==> config.mk <==
export PLATFORM = sky130hd
export DESIGN_NAME = cmd_exec_ctrl
export DESIGN_NICKNAME = d
export VERILOG_FILES = /design/src/rtl/cmd_exec_ctrl.sv
export SDC_FILE = /design/constraint.sdc
export NUM_CORES = 1
export LEC_CHECK = 0
export CAP_MARGIN = 0
export CORE_MARGIN = 2
export CORE_UTILIZATION = 46
export DETAILED_ROUTE_END_ITERATION = 6
export GPL_TIMING_DRIVEN = 0
export PLACE_DENSITY = 0.95
export SLEW_MARGIN = 20
export SYNTH_ARGS = -nofsm -noshare
export SYNTH_HDL_FRONTEND = slang
export SYNTH_SLANG_ARGS = --single-unit
==> constraint.sdc <==
create_clock -name clk -period 2.9 [get_ports clk]
set_input_delay 0.435 -clock clk [delete_from_list [all_inputs] [get_ports clk]]
set_output_delay 0.435 -clock clk [all_outputs]
set_load 0.01 [all_outputs]
==> src/rtl/cmd_exec_ctrl.sv <==
// cmd_exec_ctrl: pops one command at a time from a show-ahead FIFO, issues it
// as a register-bus read or write, waits for ack or timeout, then presents a
// single response to the downstream formatter. Only one command is in flight.
//
// Ports
//   clk, rst                 clock, synchronous active-high reset
//   en                       allow new pops (in-flight command always finishes)
//   fifo_valid/op/addr/wdata show-ahead FIFO head
//   fifo_rd_en               pop strobe (combinational, one cycle per command)
//   reg_req/we/addr/wdata    register bus request, held until ack or timeout
//   reg_ack, reg_rdata       bus completion pulse and read data
//   rsp_valid/ready          response handshake
//   rsp_status, rsp_data     00 OK, 01 TIMEOUT, 10 BAD_OP; read data or 0
//   busy                     controller not idle
//   timeout_cnt              saturating count of TIMEOUT responses
module cmd_exec_ctrl #(
    parameter int unsigned ADDR_W      = 8,
    parameter int unsigned DATA_W      = 32,
    parameter int unsigned TIMEOUT_CYC = 255
) (
    input  logic              clk,
    input  logic              rst,
    input  logic              en,
    input  logic              fifo_valid,
    input  logic [1:0]        fifo_op,
    input  logic [ADDR_W-1:0] fifo_addr,
    input  logic [DATA_W-1:0] fifo_wdata,
    output logic              fifo_rd_en,
    output logic              reg_req,
    output logic              reg_we,
    output logic [ADDR_W-1:0] reg_addr,
    output logic [DATA_W-1:0] reg_wdata,
    input  logic              reg_ack,
    input  logic [DATA_W-1:0] reg_rdata,
    output logic              rsp_valid,
    input  logic              rsp_ready,
    output logic [1:0]        rsp_status,
    output logic [DATA_W-1:0] rsp_data,
    output logic              busy,
    output logic [7:0]        timeout_cnt
);

    localparam int unsigned TMR_W = $clog2(TIMEOUT_CYC + 1);

    localparam logic [1:0] ST_OK      = 2'b00;
    localparam logic [1:0] ST_TIMEOUT = 2'b01;
    localparam logic [1:0] ST_BAD_OP  = 2'b10;

    typedef enum logic [1:0] {
        S_IDLE = 2'd0,
        S_REQ  = 2'd1,
        S_RESP = 2'd2
    } state_e;

    state_e              state_q,       state_d;
    logic                reg_req_q,     reg_req_d;
    logic                reg_we_q,      reg_we_d;
    logic [ADDR_W-1:0]   reg_addr_q,    reg_addr_d;
    logic [DATA_W-1:0]   reg_wdata_q,   reg_wdata_d;
    logic                rsp_valid_q,   rsp_valid_d;
    logic [1:0]          rsp_status_q,  rsp_status_d;
    logic [DATA_W-1:0]   rsp_data_q,    rsp_data_d;
    logic                busy_q,        busy_d;
    logic [7:0]          timeout_cnt_q, timeout_cnt_d;
    logic [TMR_W-1:0]    timer_q,       timer_d;
    logic                pop_c;

    // Pop is a pure decode of idle state and the FIFO head; the bus latch
    // captures the head on the same edge.
    assign pop_c      = (state_q == S_IDLE) && en && fifo_valid;
    assign fifo_rd_en = pop_c;

    // Next-state and next-output logic
    always_comb begin
        state_d       = state_q;
        reg_req_d     = reg_req_q;
        reg_we_d      = reg_we_q;
        reg_addr_d    = reg_addr_q;
        reg_wdata_d   = reg_wdata_q;
        rsp_valid_d   = rsp_valid_q;
        rsp_status_d  = rsp_status_q;
        rsp_data_d    = rsp_data_q;
        timeout_cnt_d = timeout_cnt_q;
        timer_d       = timer_q;

        case (state_q)
            S_IDLE: begin
                if (pop_c) begin
                    reg_we_d    = (fifo_op == 2'b01);
                    reg_addr_d  = fifo_addr;
                    reg_wdata_d = fifo_wdata;
                    if (fifo_op[1]) begin
                        // Illegal opcode: respond directly, never touch the bus
                        state_d      = S_RESP;
                        rsp_valid_d  = 1'b1;
                        rsp_status_d = ST_BAD_OP;
                        rsp_data_d   = '0;
                    end else begin
                        state_d   = S_REQ;
                        reg_req_d = 1'b1;
                        timer_d   = '0;
                    end
                end
            end

            S_REQ: begin
                // timer_q holds (REQ cycle number - 1)
                timer_d = timer_q + TMR_W'(1);
                if (reg_ack) begin
                    // Ack wins even in the final allowed cycle
                    state_d      = S_RESP;
                    reg_req_d    = 1'b0;
                    rsp_valid_d  = 1'b1;
                    rsp_status_d = ST_OK;
                    rsp_data_d   = reg_we_q ? '0 : reg_rdata;
                end else if (timer_q == TMR_W'(TIMEOUT_CYC - 1)) begin
                    state_d      = S_RESP;
                    reg_req_d    = 1'b0;
                    rsp_valid_d  = 1'b1;
                    rsp_status_d = ST_TIMEOUT;
                    rsp_data_d   = '0;
                    if (timeout_cnt_q != 8'hFF) begin
                        timeout_cnt_d = timeout_cnt_q + 8'd1;
                    end
                end
            end

            S_RESP: begin
                if (rsp_ready) begin
                    state_d      = S_IDLE;
                    rsp_valid_d  = 1'b0;
                    rsp_status_d = ST_OK;
                    rsp_data_d   = '0;
                end
            end

            default: begin
                state_d     = S_IDLE;
                reg_req_d   = 1'b0;
                rsp_valid_d = 1'b0;
            end
        endcase

        busy_d = (state_d != S_IDLE);
    end

    // State and output registers
    always_ff @(posedge clk) begin
        if (rst) begin
            state_q       <= S_IDLE;
            reg_req_q     <= 1'b0;
            reg_we_q      <= 1'b0;
            reg_addr_q    <= '0;
            reg_wdata_q   <= '0;
            rsp_valid_q   <= 1'b0;
            rsp_status_q  <= ST_OK;
            rsp_data_q    <= '0;
            busy_q        <= 1'b0;
            timeout_cnt_q <= 8'd0;
            timer_q       <= '0;
        end else begin
            state_q       <= state_d;
            reg_req_q     <= reg_req_d;
            reg_we_q      <= reg_we_d;
            reg_addr_q    <= reg_addr_d;
            reg_wdata_q   <= reg_wdata_d;
            rsp_valid_q   <= rsp_valid_d;
            rsp_status_q  <= rsp_status_d;
            rsp_data_q    <= rsp_data_d;
            busy_q        <= busy_d;
            timeout_cnt_q <= timeout_cnt_d;
            timer_q       <= timer_d;
        end
    end

    assign reg_req     = reg_req_q;
    assign reg_we      = reg_we_q;
    assign reg_addr    = reg_addr_q;
    assign reg_wdata   = reg_wdata_q;
    assign rsp_valid   = rsp_valid_q;
    assign rsp_status  = rsp_status_q;
    assign rsp_data    = rsp_data_q;
    assign busy        = busy_q;
    assign timeout_cnt = timeout_cnt_q;

endmodule

==> implementation parameters <==
Parameter                              Value

Run status
  Status    complete, no violations

Synth
  Mapped cell area    0.00395 mm^2
  Post-synthesis adder-cell area fraction    0.0222
  Fraction of the yosys area taken by sequential cells    0.487
  Average instance area after synthesis    8.71 um^2
  Commonest register cell after synthesis    dfxtp_1
  Synth Area in XOR/XNOR    0.0155
  Leading area contributor after synthesis    dfxtp_1
  Share of synthesized area spent on multiplexers    0.0894
  Number of nets produced by synthesis    540
  Yosys synthesis warning count    0
  Flip-flop and latch count after synthesis    96
  Number of distinct library cell variants in the gate-level netlist after synthesis    43
  Combinational family with the most area after synthesis    simple AND/OR/NAND/NOR gates
  Compound-Gate Fraction of Synth Area    0.112
  Share of synthesized cell area in and, or, nand and nor gates    0.238
  Share of Yosys cell area claimed by the top area cell type    0.487
  Top cells by instance count after synthesis    117 x nand2_1, 96 x dfxtp_1, 49 x a21oi_1
  Number of enable-type register cells in the synthesized netlist    0
  Async set-reset flop share out of synthesis    0
  Post-Syn Instances    453
  Most common cell in the synthesized netlist    nand2_1
  Largest cells by area after synthesis    dfxtp_1 49%, nand2_1 11%, mux2i_1 8.4%

Run
  Max-cap violations    0

STA
  Setup violations, final    0
  Hold violation count in the final report    0
  Clock Skews    0.0108 ns
  Time the final worst path needs with I/O delays and setup    2.67 ns
  Pin slew with the least headroom to its limit    0.775 ns
  Tcrit/Tclk final    0.921
  Unrepaired setup endpoints after global routing    no
  Highest clock frequency the design can meet    0.374 GHz
  Final TNS setup    0 ns
  Slew HR    0.480
  Count of pins over their slew limit    0

Setup path
  Source of the worst register-to-register timing path    state_q[0]$_SDFF_PP0_
  Data arrival, critical path    2.24 ns
  Sort of element at the end of the critical path    output port
  Cell breakdown of the critical path    inv_1 -> ha_1 -> buf_2 -> nand3_2 -> clkinv_2 -> clkdlybuf4s50_1
  Worst path max stage delay    0.58 ns
  Worst setup path category    flip-flop to output port
  Top delay family on crit path    buffers and inverters
  Worst Reg-to-Reg Cells    7
  Endpoint of the worst register-to-register path    rsp_data[12]$_SDFFE_PP0P_
  Peak fanout along the critical path    16
  Count of buffering cells on the critical path with inverters included    4
  Critical Path Slowest Stage Cell    clkdlybuf4s50_1
  Nature of the critical path startpoint    flip-flop
  Register-to-register path setup slack    0.67 ns
  Data required time of the worst path    2.47 ns

Clock network
  Number of setup buffers added after CTS    0
  Number of buffers added by the clock tree synthesis step    9
  Master cell of the clock root buffer    clkbuf_8
  Clock-pin slew reported for the worst setup and hold paths after clock tree synthesis    0.08 ns
  # hold bufs at CTS    0
  CTS resizes    1
  Number of sinks driven by the clock tree    96
  # H-tree levels    3
  Clock insertion delay at the later pin of the skew report    0.35 ns
  Clock tree from TritonCTS    yes
  CTS Buffer Depth    2

Floorplan
  Placeable core area    0.00826 mm^2
  Die extent in x    96.6 um
  Total number of placement rows    33
  Initial core utilization    0.478
  Die height    96.6 um
  Boundary Pins    167
  Die ar.    0.00934 mm^2

Placement
  Half-perimeter wire length of the detailed placement result    8410 um
  IO Port Bufs    166
  Placer Congestion    0.834
  DP Cell Count    724

Global route
  Total global-route track usage    0.233
  Number of antenna violations at the first check in global routing    0
  Vias in the first global route    3910
  Pin count of the biggest net entering global routing    17
  Wire length of the first global-routing pass    18200 um
  Sum of overflow across all layers after global routing    0

Finish
  Area added between synthesis and finish    50.4%
  Number of standard cells in the layout, taps in and fillers out    739
  Number of nets in the layout    716
  Diodes inserted    0
  Fraction of final layout cells with drive strength greater than 1    0.0505

Pwr
  Maximum vdd drop    0.298 mV
  Power consumption    2700 uW
  Leak    0.00221 uW
  Power per cell area    455 mW/mm^2

Route
  Drt pass-1 iters    4
  DRT iter0 DRCs    123
  Routed wire length per instance    15.0 um
  DRC violations left    0
  Number of vias per cell    5.16
  Final ANT Viol Nets    0
  Vias    3812
  Total routed wirelength    11100 um

Worst hold path
  Worst hold-check path type    flip-flop to flip-flop
  Endpoint with the worst hold slack    reg_wdata[27]$_SDFFE_PP0P_
  Hold depth    2
  Hold path start    reg_wdata[27]$_SDFFE_PP0P_
-- how the worst max path moves through the flow --
stage / start / end / slack [ns] / cells past startpoint
after floorplan: state_q[0]$_SDFF_PP0_ / busy$_SDFF_PP0_ / 1.14 / 8
after detailed placement: en / fifo_rd_en / 0.02 / 5
after CTS: state_q[0]$_SDFF_PP0_ / fifo_rd_en / 0.22 / 6
after global routing: state_q[0]$_SDFF_PP0_ / fifo_rd_en / 0.12 / 6
final: state_q[0]$_SDFF_PP0_ / fifo_rd_en / 0.23 / 6
after global placement: en / fifo_rd_en / 0.06 / 5
-- per-stage QoR --
| step | instance area, um^2 | setup WS, ns | hold slack (ns) | utilization |
|---|---|---|---|---|
| 6_report | 5940 | 0.228 | 0.455 | 0.719 |
| 4_1_cts | 5940 | 0.223 | 0.459 | 0.719 |
| 2_1_floorplan | 3950 | 1.14 | 0.471 | - |
| 5_1_grt | 5940 | 0.123 | 0.477 | 0.719 |
| 3_5_place_dp | 5740 | 0.0226 | 0.446 | 0.695 |
| 3_3_place_gp | 5740 | 0.0625 | 0.442 | 0.695 |
-- layout by cell type (no fill, tap or decap), types with 4 or more instances in the layout --
| master | instances |
|---|---|
| nand3_1 | 6 |
| ha_1 | 7 |
| clkbuf_1 | 23 |
| nor2b_1 | 4 |
| nor2_1 | 16 |
| clkbuf_8 | 10 |
| nand2b_1 | 36 |
| clkdlybuf4s50_1 | 166 |
| a21oi_1 | 49 |
| dfxtp_1 | 96 |
| mux2i_1 | 33 |
| xor2_1 | 6 |
| a211oi_1 | 5 |
| inv_1 | 4 |
| nand2_1 | 117 |
-- area by class of cell --
type                            instances  area (um^2)
Fill cell                             634         2320
Sequential cell                        96         1920
Multi-Input combinational cell        324         1880
Timing Repair Buffer                  166         1660
Clock buffer                           12          145
Tap cell                              105          131
Buffer                                 27          123
Clock inverter                          4         53.8
Inverter                                5         20.0
-- metal layers --
layer	GRT usage	wire length, um
met3	0.0477	615
met5	0	0
met1	0.266	4400
met2	0.429	5900
met4	0.0823	189
-- power by group --
part	internal [uW]	switching [uW]	leakage [uW]	total, uW
clock network	425	450	0.0000928	876
registers	1360	23.9	0.000779	1380
logic	245	199	0.00134	445
-- worst min-delay path, cell delays in order, from the launching register on --
cell and delay (ns):
dfxtp_1 0.31, nand2_1 0.05, a21oi_1 0.05
-- logic make-up (layout without fill, tap and decap cells) --
logic type / after synthesis / after routing
and+or+nand+nor: 201 / 201
DFF: 96 / 96
AOI/OAI and AO/OA: 74 / 74
muxes: 35 / 35
buffers and inverters: 33 / 214
adders and majority gates: 7 / 7
xor gates and xnor gates: 7 / 7
-- flip-flops by register name (all words and copies together), names as in the netlist --
| name | flops |
|---|---|
| reg_wdata | 32 |
| busy | 1 |
| timer_q | 8 |
| reg_addr | 8 |
| rsp_data | 32 |
| rsp_status | 2 |
| reg_we | 1 |
| rsp_valid | 1 |
| state_q | 2 |
| timeout_cnt | 8 |
| reg_req | 1 |
Power figures use the tool's default switching activity.
==> RTL change: new RTL, same settings <==
Change the parameter `DATA_W` from 32 to 16.
--- a/src/rtl/cmd_exec_ctrl.sv
+++ b/src/rtl/cmd_exec_ctrl.sv
@@ -17,3 +17,3 @@
     parameter int unsigned ADDR_W      = 8,
-    parameter int unsigned DATA_W      = 32,
+    parameter int unsigned DATA_W      = 16,
     parameter int unsigned TIMEOUT_CYC = 255
Ports: changed (resized fifo_wdata, reg_rdata, reg_wdata and rsp_data); port bits go from 167 to 103. The function was not compared with the original's and may differ.
==> RTL change against the original RTL <==
- routed wire length down 37%
- first-iteration DRC count up 4.1%
- total power down 24%
- sequential cell count down 32
- fmax down 0.18%
- worst setup slack worse by 0.0048 ns
- final area down 31%
- critical path depth unchanged
- final cell count down 31%
- sequential share of layout area down 0.87 points
- die area down 30%
- area after synthesis down 31%
==> RTL change: results <==
metrics = {
    "grt": {
        "globalRouteMet3Util_pct": 6.78,
        "grt_use_met2_pct": 37.0,
        "grt_max_degree": 18,
        "track_usage_pct": 21.6,
        "grt_pass1_wl_mm": 10.9,
        "grt_pass1_vias": 2474,
        "gr-usage-met1_pct": 24.1,
    },
    "cells_and_area": {
        "drive_above_1_share_pct": 6.02,
        "fillers": 455,
        "layout.nets": 482,
    },
    "logic_synthesis": {
        "netlist_top_cells_count": "nand2_1 (71), dfxtp_1 (64), a21oi_1 (38), nand2b_1 (20), mux2i_1 (17)",
        "synth.area.top_cells": "dfxtp_1 (47%), nand2_1 (9.7%), a21oi_1 (7.0%)",
        "synthAdderAreaFrac_pct": 3.20,
        "syn_nets": 370,
        "synth_compound_area_share_pct": 13.6,
        "synth_xor_area_share_pct": 2.24,
        "synth-seq-area-share_pct": 46.8,
        "avgSynthCellArea_um2": 8.68,
        "synthDistinctLibCells": 44,
        "yosys-mux-area-fraction_pct": 7.04,
    },
    "power": {
        "vdd_ir_drop_max_v": 0.000279,
        "cellLeakagePower_nw": 1.47,
        "pwr_density_cell_nw_per_um2": 502,
    },
    "sta": {
        "holdWs_ns": 0.459,
        "max_slew_margin_pct": 58.4,
    },
    "setup_path": {
        "r2r_setup_slack_ns": 0.80,
        "r2r-end": "rsp_data[12]",
        "timing.rr.start": "state_q[1]",
        "crit_fanout": 17,
        "cp_data_arrival_time_ns": 2.24,
    },
    "worst_hold_path": {
        "hp-start": "reg_wdata[4]",
        "holdPathEnd": "reg_wdata[4]",
    },
    "routing": {
        "avgRoutedWirePerCell_um": 13.8,
        "routed_wl_mm": 6.99,
        "drt-initial-drc-count": 128,
        "top_layer_used": "met4",
        "met2_length_mm": 3.33,
        "first_pass_iters": 6,
        "routed_via_density": 5.22,
        "wl_met1_mm": 2.92,
        "wl_met3_um": 610,
    },
    "placement": {
        "place_ws_ns": 0.0291,
        "dp_hpwl_mm": 5.17,
        "placed_area_um2": 3850,
        "numPortBuffers": 102,
        "placed_cells": 492,
        "gp_congestion": 0.899,
    },
    "cts": {
        "cts_resized": 0,
    },
    "outcome": {
        "status": "completed",
    },
}
==> RTL change: changes by cell type in the layout (fill, tap and decap cells not counted), moves of 3 or more <==
cell	unedited run	this run
nand2b_1	36	20
clkdlybuf4s50_1	166	102
dfxtp_1	96	64
clkbuf_1	23	8
nand2_1	117	71
xnor2_1	1	7
mux2i_1	33	17
buf_1	0	4
o2111ai_1	3	0
a21oi_1	49	38
xor2_1	6	0
o21ai_0	3	0
==> RTL change: cell type report <==
| class | count | share of cell area [%] |
|---|---|---|
| inverter | 7 | 0.707 |
| multi-input combinational | 228 | 33.3 |
| tap | 75 | 2.31 |
| sequential | 64 | 31.5 |
| buffer | 15 | 1.69 |
| clock inverter | 7 | 2.34 |
| clock buffer | 9 | 3.05 |
| timing repair buffer | 102 | 25.1 |
==> RTL change: where the power goes <==
part | internal (mW) | switching (mW) | leakage (nW)
clock network | 0.485 | 0.354 | 0.110
registers | 0.908 | 0.0184 | 0.519
logic | 0.153 | 0.125 | 0.840
